===== config.mk =====
export PLATFORM = sky130hd
export DESIGN_NAME = lifo_drain
export DESIGN_NICKNAME = d
export VERILOG_FILES = /design/src/rtl/lifo_drain.sv
export SDC_FILE = /design/constraint.sdc
export NUM_CORES = 1
export LEC_CHECK = 0
export ABC_CLOCK_PERIOD_IN_PS = 3100
export BUFFER_PORTS_ARGS = -buffer_cell sky130_fd_sc_hd__buf_4
export CAP_MARGIN = 20
export CORE_MARGIN = 5
export CORE_UTILIZATION = 49
export DETAILED_ROUTE_END_ITERATION = 8
export GPL_ROUTABILITY_DRIVEN = 1
export PLACE_DENSITY = 0.92
export RECOVER_POWER = 100
export SLEW_MARGIN = 20
export SYNTH_ARGS = -nofsm -noshare
export SYNTH_HDL_FRONTEND = slang
export SYNTH_SLANG_ARGS = --single-unit

===== constraint.sdc =====
create_clock -name clk -period 3.1 [get_ports clk]
set_input_delay 0.465 -clock clk [delete_from_list [all_inputs] [get_ports clk]]
set_output_delay 0.465 -clock clk [all_outputs]
set_load 0.01 [all_outputs]

===== src/rtl/lifo_drain.sv =====
// lifo_drain: pops a burst of up to len words from an FWFT stack and streams them out, top first.
module lifo_drain #(
    parameter int DEPTH = 8,
    parameter int DATA_W = 32,
    localparam int LEN_W = $clog2(DEPTH + 1)
) (
    input  logic              clk,
    input  logic              nrst,
    input  logic              start,
    input  logic [LEN_W-1:0]  len,
    output logic              lifo_r_req,
    input  logic [DATA_W-1:0] lifo_r_data,
    input  logic              lifo_empty,
    input  logic [LEN_W-1:0]  lifo_cnt,
    output logic [DATA_W-1:0] m_data,
    output logic              m_valid,
    input  logic              m_ready,
    output logic              m_last,
    output logic              busy,
    output logic              done,
    output logic              err
);
    typedef enum logic [1:0] {IDLE, POP, FLUSH} state_t;
    state_t state;
    logic [LEN_W-1:0] remaining;
    logic [LEN_W-1:0] eff;
    logic pop;
    logic hs;
    assign eff = (len < lifo_cnt) ? len : lifo_cnt;
    assign hs = m_valid && m_ready;
    // a pop refills the single output stage only when it is empty or draining this cycle
    assign pop = (state == POP) && (remaining != '0) && !lifo_empty && (!m_valid || m_ready);
    assign lifo_r_req = pop;
    assign busy = (state != IDLE);
    always_ff @(posedge clk) begin
        if (!nrst) begin
            state <= IDLE;
            remaining <= '0;
            m_data <= '0;
            m_valid <= 1'b0;
            m_last <= 1'b0;
            done <= 1'b0;
            err <= 1'b0;
        end else begin
            done <= 1'b0;
            err <= 1'b0;
            if (pop) begin
                m_data <= lifo_r_data;
                m_valid <= 1'b1;
                m_last <= (remaining == LEN_W'(1));
                remaining <= remaining - LEN_W'(1);
            end else if (hs) begin
                m_valid <= 1'b0;
                m_last <= 1'b0;
            end
            case (state)
                IDLE: begin
                    if (start && eff == '0) err <= 1'b1;
                    else if (start) begin
                        remaining <= eff;
                        state <= POP;
                    end
                end
                POP: if (pop && remaining == LEN_W'(1)) state <= FLUSH;
                FLUSH: begin
                    if (hs) begin
                        done <= 1'b1;
                        state <= IDLE;
                    end
                end
                default: state <= IDLE;
            endcase
        end
    end
endmodule


==> flow_metrics.py, run 1 <==
metrics = {
    "timing": {
        "setup_violations": 0,
        "period_share_pct": 73.95,
        "hold_slack_ps": 346.6,
        "fmax_mhz": 436.2,
        "clock_skew_ps": 15.52,
        "tns_ps": 0,
        "min_period_ps": 2293,
        "hold_viol": 0,
        "rsz0062_at_grt": "no",
        "slew_viol_final": 0,
        "maxSlewHeadroom_pct": 63.91,
        "tightestPinTransition_ps": 535.6,
    },
    "critical_path": {
        "crit_top_cell": "inv_1",
        "crit_path_max_fanout": 14,
        "crit_chain": "inv_1 > ha_1 > or3b_1 > nand3_1 > inv_1 > clkbuf_1",
        "critPathKind": "flop to output port",
        "critPathSlowestCell": "dfxtp_1",
        "cp.arrival_ps": 1830,
        "end_kind": "output port",
        "cp_slowest_stage_delay_ps": 410,
        "critPathRequiredTime_ps": 2630,
        "cp-start-kind": "flop",
    },
    "clock_network": {
        "clockBufferDepth": 2,
        "cts_hold_buf": 0,
        "tritoncts": "yes",
        "cts.repair_timing.setup_buffer_count": 0,
        "cts-resized-gates": 0,
        "clkLatencyLatePin_ps": 350,
        "clock-sinks": 42,
        "cts_inserted_buffers": 5,
        "ctsHtreeMaxLevel": 2,
        "clkSlewWorstSetupHoldPaths_ps": 130,
        "ctsRootBufferMaster": "clkbuf_4",
    },
    "logic_synthesis": {
        "syn_area_um2": 1777,
        "syn_avg_cell_area_um2": 8.076,
        "synth_cells": 220,
        "synthTopCellsByArea": "dfxtp_1 47%, nand2_1 15%, a21oi_1 10%",
        "yosysTopAreaCell": "dfxtp_1",
        "yosys_warnings": 0,
        "seq_area_frac_synth_pct": 47.32,
        "synth_top_area_share_pct": 47.32,
        "ys_ff_latch": 42,
        "synth_cell_types": 37,
        "synth_nets": 270,
    },
    "power_and_ir_drop": {
        "power_switching_uw": 299.3,
        "pwr_density_cell_nw_per_um2": 457.4,
        "pwr-share-seq_pct": 54.7,
        "p_sw_share_pct": 28.04,
        "combPwrFrac_pct": 18.9,
        "total_leakage_power_uw": 0.0009114,
        "power_frac_clock_pct": 26.4,
        "p_int_uw": 768.0,
        "peakVddDrop_mv": 0.3223,
    },
    "cells_and_area": {
        "final_area_um2": 2333,
        "multi_input_area_um2": 849.6,
        "final_cell_mix": "69 x nand2_1, 46 x buf_4, 42 x dfxtp_1, 38 x clkbuf_1, 37 x a21oi_1",
        "area_delta_synth_final_pct": 31.34,
        "antennaDiodeCount": 0,
        "nNetsFinal": 351,
        "final_common_cell": "nand2_1",
        "drive_gt1_share_pct": 19.54,
        "ff_latch_area_um2": 840.8,
        "fillers": 331,
        "fin_cells": 348,
        "utilization_pct": 68.32,
    },
    "min_path": {
        "hold_class": "input port to flop",
    },
    "routing": {
        "drt-total-wl_mm": 4.665,
        "via_per_inst": 5.086,
        "dr.pass1.iters": 6,
        "initialDrtViolationCount": 113,
        "ant_nets": 0,
        "drc": 0,
        "vias": 1770,
        "routedWlPerCell_um": 13.41,
    },
    "global_routing": {
        "grt_pass1_vias": 1741,
        "gr-usage-all-layers_pct": 19.19,
        "antenna_found_initial": 0,
        "grt_max_degree": 34,
        "grt_pass1_wl_mm": 7.762,
        "grt-ovfl-total": 0,
    },
    "outcome": {
        "outcome": "finished clean",
    },
    "floorplan": {
        "fp.coreArea_um2": 3416,
        "die_h_um": 70.22,
        "die_w_um": 70.22,
        "dieArea_um2": 4930,
        "boundaryPins": 83,
        "start_util_pct": 52.01,
        "rows": 21,
    },
    "place": {
        "placed_cell_area_um2": 2421,
        "hpwl_mm": 3.550,
        "post-place-cells": 340,
        "port_buffers": 82,
        "gp_congestion": 0.7806,
    },
    "job": {
        "cap_violations": 0,
    },
}
==> stage by stage <==
step                      worst slack, ps  total power, uW
after floorplan                      1190            712.4
after global placement               1019            808.6
after detailed placement            921.7            815.5
after CTS                           813.1             1092
after global routing                645.3             1125
final                               807.4             1067
==> state kept, by name (all words and copies together) (netlist names) <==
signal and cells:
remaining 4, err 1, m_valid 1, m_last 1
done 1, m_data 32, state 2
==> cell type report <==
class | count | share of cell area (%)
Timing Repair Buffer | 85 | 21.07
Clock inverter | 2 | 0.5362
Inverter | 8 | 1.287
Tap cell | 46 | 2.466
Multi-Input combinational cell | 159 | 36.41
Sequential cell | 42 | 36.03
Clock buffer | 6 | 2.198
==> synth_stat cells (all sizes together) <==
master,n
nand2,69
dfxtp,42
a21oi,37
inv,8
buf,6
nor2,6
clkbuf,5
ha,5
mux2i,3
nand2b,3
nand3,3
nor4,3
o211ai,3
o21ai,3
nor3,2
nor3b,2
o21a,2
o32ai,2
or2,2
xnor2,2
a21o,1
a221oi,1
a31oi,1
a32oi,1
and2,1
and3,1
mux2,1
o2111ai,1
o211a,1
o31ai,1
or3b,1
xor2,1
==> per-layer routing <==
layer	up-vias	wire length, um	GRT usage [%]
met2	60	2422	35.57
met1	800	1894	20.53
li1	903	-	-
met3	7	278	5.165
met4	0	70	7.234
met5	-	0	0
==> power by group through the flow <==
stage / combinational, uW / clock, uW / sequential, uW
4_1_cts: 220 / 287 / 584
2_1_floorplan: 110 / 0 / 602
6_report: 202 / 282 / 584
3_3_place_gp: 214 / 0 / 595
5_1_grt: 226 / 312 / 587
3_5_place_dp: 219 / 0 / 596
==> worst paths after layout <==
kind	startpoint	end	cells past startpoint	slack, ps
setup / recovery	remaining[0]	lifo_r_req	6	810
hold / removal	lifo_r_data[22]	m_data[22]	3	350
setup reg to reg	remaining[0]	remaining[2]	9	870
hold reg to reg	m_data[6]	m_data[6]	2	460
==> worst max-delay path, delay by kind of cell (launching register included) <==
| family | cells | cell delay [ps] |
|---|---|---|
| adder cells (fa/ha/maj) | 1 | 210 |
| buffers and inverters | 3 | 580 |
| flip-flops | 1 | 410 |
| AND/OR/NAND/NOR | 2 | 290 |
==> cell families after synthesis <==
family                     share of synthesized area, %
xor gates and xnor gates                          1.479
DFF                                               47.32
buffers and inverters                             4.578
AOI/OAI and AO/OA                                 18.03
adders and majority gates                         3.521
and+or+nand+nor                                   22.75
muxes                                             2.324
(Power assumes the default switching activity.)
==> run 2, diff against run 1 <==
--- a/config.mk
+++ b/config.mk
@@ -5,14 +5,14 @@
 export SDC_FILE = /design/constraint.sdc
 export NUM_CORES = 1
 export LEC_CHECK = 0
-export ABC_CLOCK_PERIOD_IN_PS = 3100
+export ABC_CLOCK_PERIOD_IN_PS = 2230
 export BUFFER_PORTS_ARGS = -buffer_cell sky130_fd_sc_hd__buf_4
 export CAP_MARGIN = 20
 export CORE_MARGIN = 5
-export CORE_UTILIZATION = 49
+export CORE_UTILIZATION = 46
 export DETAILED_ROUTE_END_ITERATION = 8
 export GPL_ROUTABILITY_DRIVEN = 1
-export PLACE_DENSITY = 0.92
+export PLACE_DENSITY = 0.87
 export RECOVER_POWER = 100
 export SLEW_MARGIN = 20
 export SYNTH_ARGS = -nofsm -noshare
==> constraint.sdc (replaced) <==
create_clock -name clk -period 2.23 [get_ports clk]
set_input_delay 0.3345 -clock clk [delete_from_list [all_inputs] [get_ports clk]]
set_output_delay 0.3345 -clock clk [all_outputs]
set_load 0.01 [all_outputs]
==> flow_metrics.py, run 2 (synthesis results as in run 1) <==
metrics = {
    "power_and_ir_drop": {
        "peakVddDrop_mv": 0.3198,
        "total_leakage_power_uw": 0.0009360,
        "total_power_uw": 1591,
        "pwr_density_cell_nw_per_um2": 660.8,
    },
    "routing": {
        "via_per_inst": 5.017,
        "initialDrtViolationCount": 109,
        "dr.pass1.iters": 4,
        "routedWlPerCell_um": 13.72,
        "vias": 1781,
        "drc": 0,
        "ant_nets": 0,
        "drt-total-wl_mm": 4.870,
    },
    "timing": {
        "maxSlewHeadroom_pct": 57.26,
        "clock_skew_ps": 3.082,
        "min_period_ps": 2094,
        "period_share_pct": 93.90,
        "slew_viol_final": 0,
        "fmax_mhz": 477.5,
        "rsz0062_at_grt": "no",
        "tightestPinTransition_ps": 640.3,
        "hold_viol": 0,
        "setup_violations": 0,
        "setup_slack_ps": 136.0,
        "tns_ps": 0,
    },
    "place": {
        "port_buffers": 82,
        "post-place-cells": 343,
        "gp_congestion": 0.7463,
        "pre_cts_ws_ps": 183.7,
        "hpwl_mm": 3.715,
    },
    "floorplan": {
        "boundaryPins": 83,
        "dieArea_um2": 5206,
        "start_util_pct": 48.17,
        "die_h_um": 72.15,
        "die_w_um": 72.15,
        "rows": 22,
        "fp.coreArea_um2": 3689,
    },
    "global_routing": {
        "antenna_found_initial": 0,
        "grt-ovfl-total": 0,
        "grt_pass1_vias": 1644,
        "gr-usage-all-layers_pct": 18.27,
        "grt_pass1_wl_mm": 7.438,
        "grt_max_degree": 34,
    },
    "cells_and_area": {
        "area_delta_synth_final_pct": 35.49,
        "utilization_pct": 65.26,
        "final_cell_mix": "69 x nand2_1, 48 x buf_4, 42 x dfxtp_1, 40 x clkbuf_1, 37 x a21oi_1",
        "final_common_cell": "nand2_1",
        "reg.largest.list": "m_data: 32 flops, remaining: 4 flops, state: 2 flops",
        "drive_gt1_share_pct": 21.17,
        "fin_cells": 355,
        "largest_reg_flops": 32,
        "regMostFlops": "m_data",
        "nNetsFinal": 356,
        "antennaDiodeCount": 0,
    },
    "clock_network": {
        "clkSlewWorstSetupHoldPaths_ps": 70,
        "clkLatencyLatePin_ps": 290,
        "clockBufferDepth": 2,
        "tritoncts": "yes",
        "cts_inserted_buffers": 5,
        "ctsRootBufferMaster": "clkbuf_8",
        "ctsHtreeMaxLevel": 2,
        "clock-sinks": 42,
        "cts_hold_buf": 0,
    },
    "critical_path": {
        "cp.arrival_ps": 1760,
        "crit_path_max_fanout": 5,
        "cp-start-kind": "flop",
        "critPathKind": "flop to output port",
        "critPathRequiredTime_ps": 1900,
        "end_kind": "output port",
    },
    "job": {
        "cap_violations": 0,
    },
    "outcome": {
        "outcome": "finished clean",
    },
    "min_path": {
        "hold_class": "input port to flop",
    },
}
## run 2: cell count changes in the layout (fill, tap and decap cells not counted), sizes merged
cell      delta
inv          -1
clkbuf       +4
buf          +1
clkinvlp     +1
## run 2: power by group
group,total [uW],internal [uW],switching (uW)
Clock,486,249,236
Sequential,811,787,24.2
Combinational,294,135,159
## run 2: layout make-up
type	count	area (um2)
Inverter	8	33.78
Tap cell	48	60.06
Clock inverter	1	5.005
Timing Repair inverter	1	5.005
Clock buffer	7	86.33
Sequential cell	42	840.8
Multi-Input combinational cell	159	854.6
Fill cell	382	1281
Timing Repair Buffer	89	521.8
## run 2: timing repair
item	in CTS	in global routing
setup endpoints to repair	1	1
gates cloned	1	0
buffers inserted	0	3
gates resized for setup	1	0
## run 2: path summary, 6_finish.rpt
kind | startpoint | endpoint | slack [ps] | cells past startpoint
min | lifo_r_data[7] | m_data[7] | 290 | 3
max reg2reg | remaining[0] | remaining[3] | 210 | 8
max | remaining[0] | lifo_r_req | 140 | 6
min reg2reg | m_data[26] | m_data[26] | 450 | 2
## run 2: critical path, stage by stage, from the launching register on
cell,delay [ps]
dfxtp_1,350
inv_1,70
ha_1,160
or3b_1,410
nand3_2,160
clkinvlp_4,160
clkbuf_1,150
## run 2: per-stage QoR
step / instance area (um2) / hold WS, ps
floorplan: 1777 / 452.0
global placement: 2431 / 441.7
detailed placement: 2431 / 446.8
CTS: 2531 / 280.4
global route: 2407 / 272.8
finish: 2407 / 285.2
## run 2: routing by layer
metal  routed length (um)  track usage [%]
met1                 1944            20.60
met2                 2482            32.36
met3                  315            5.125
met4                  127            7.098
met5                    0                0
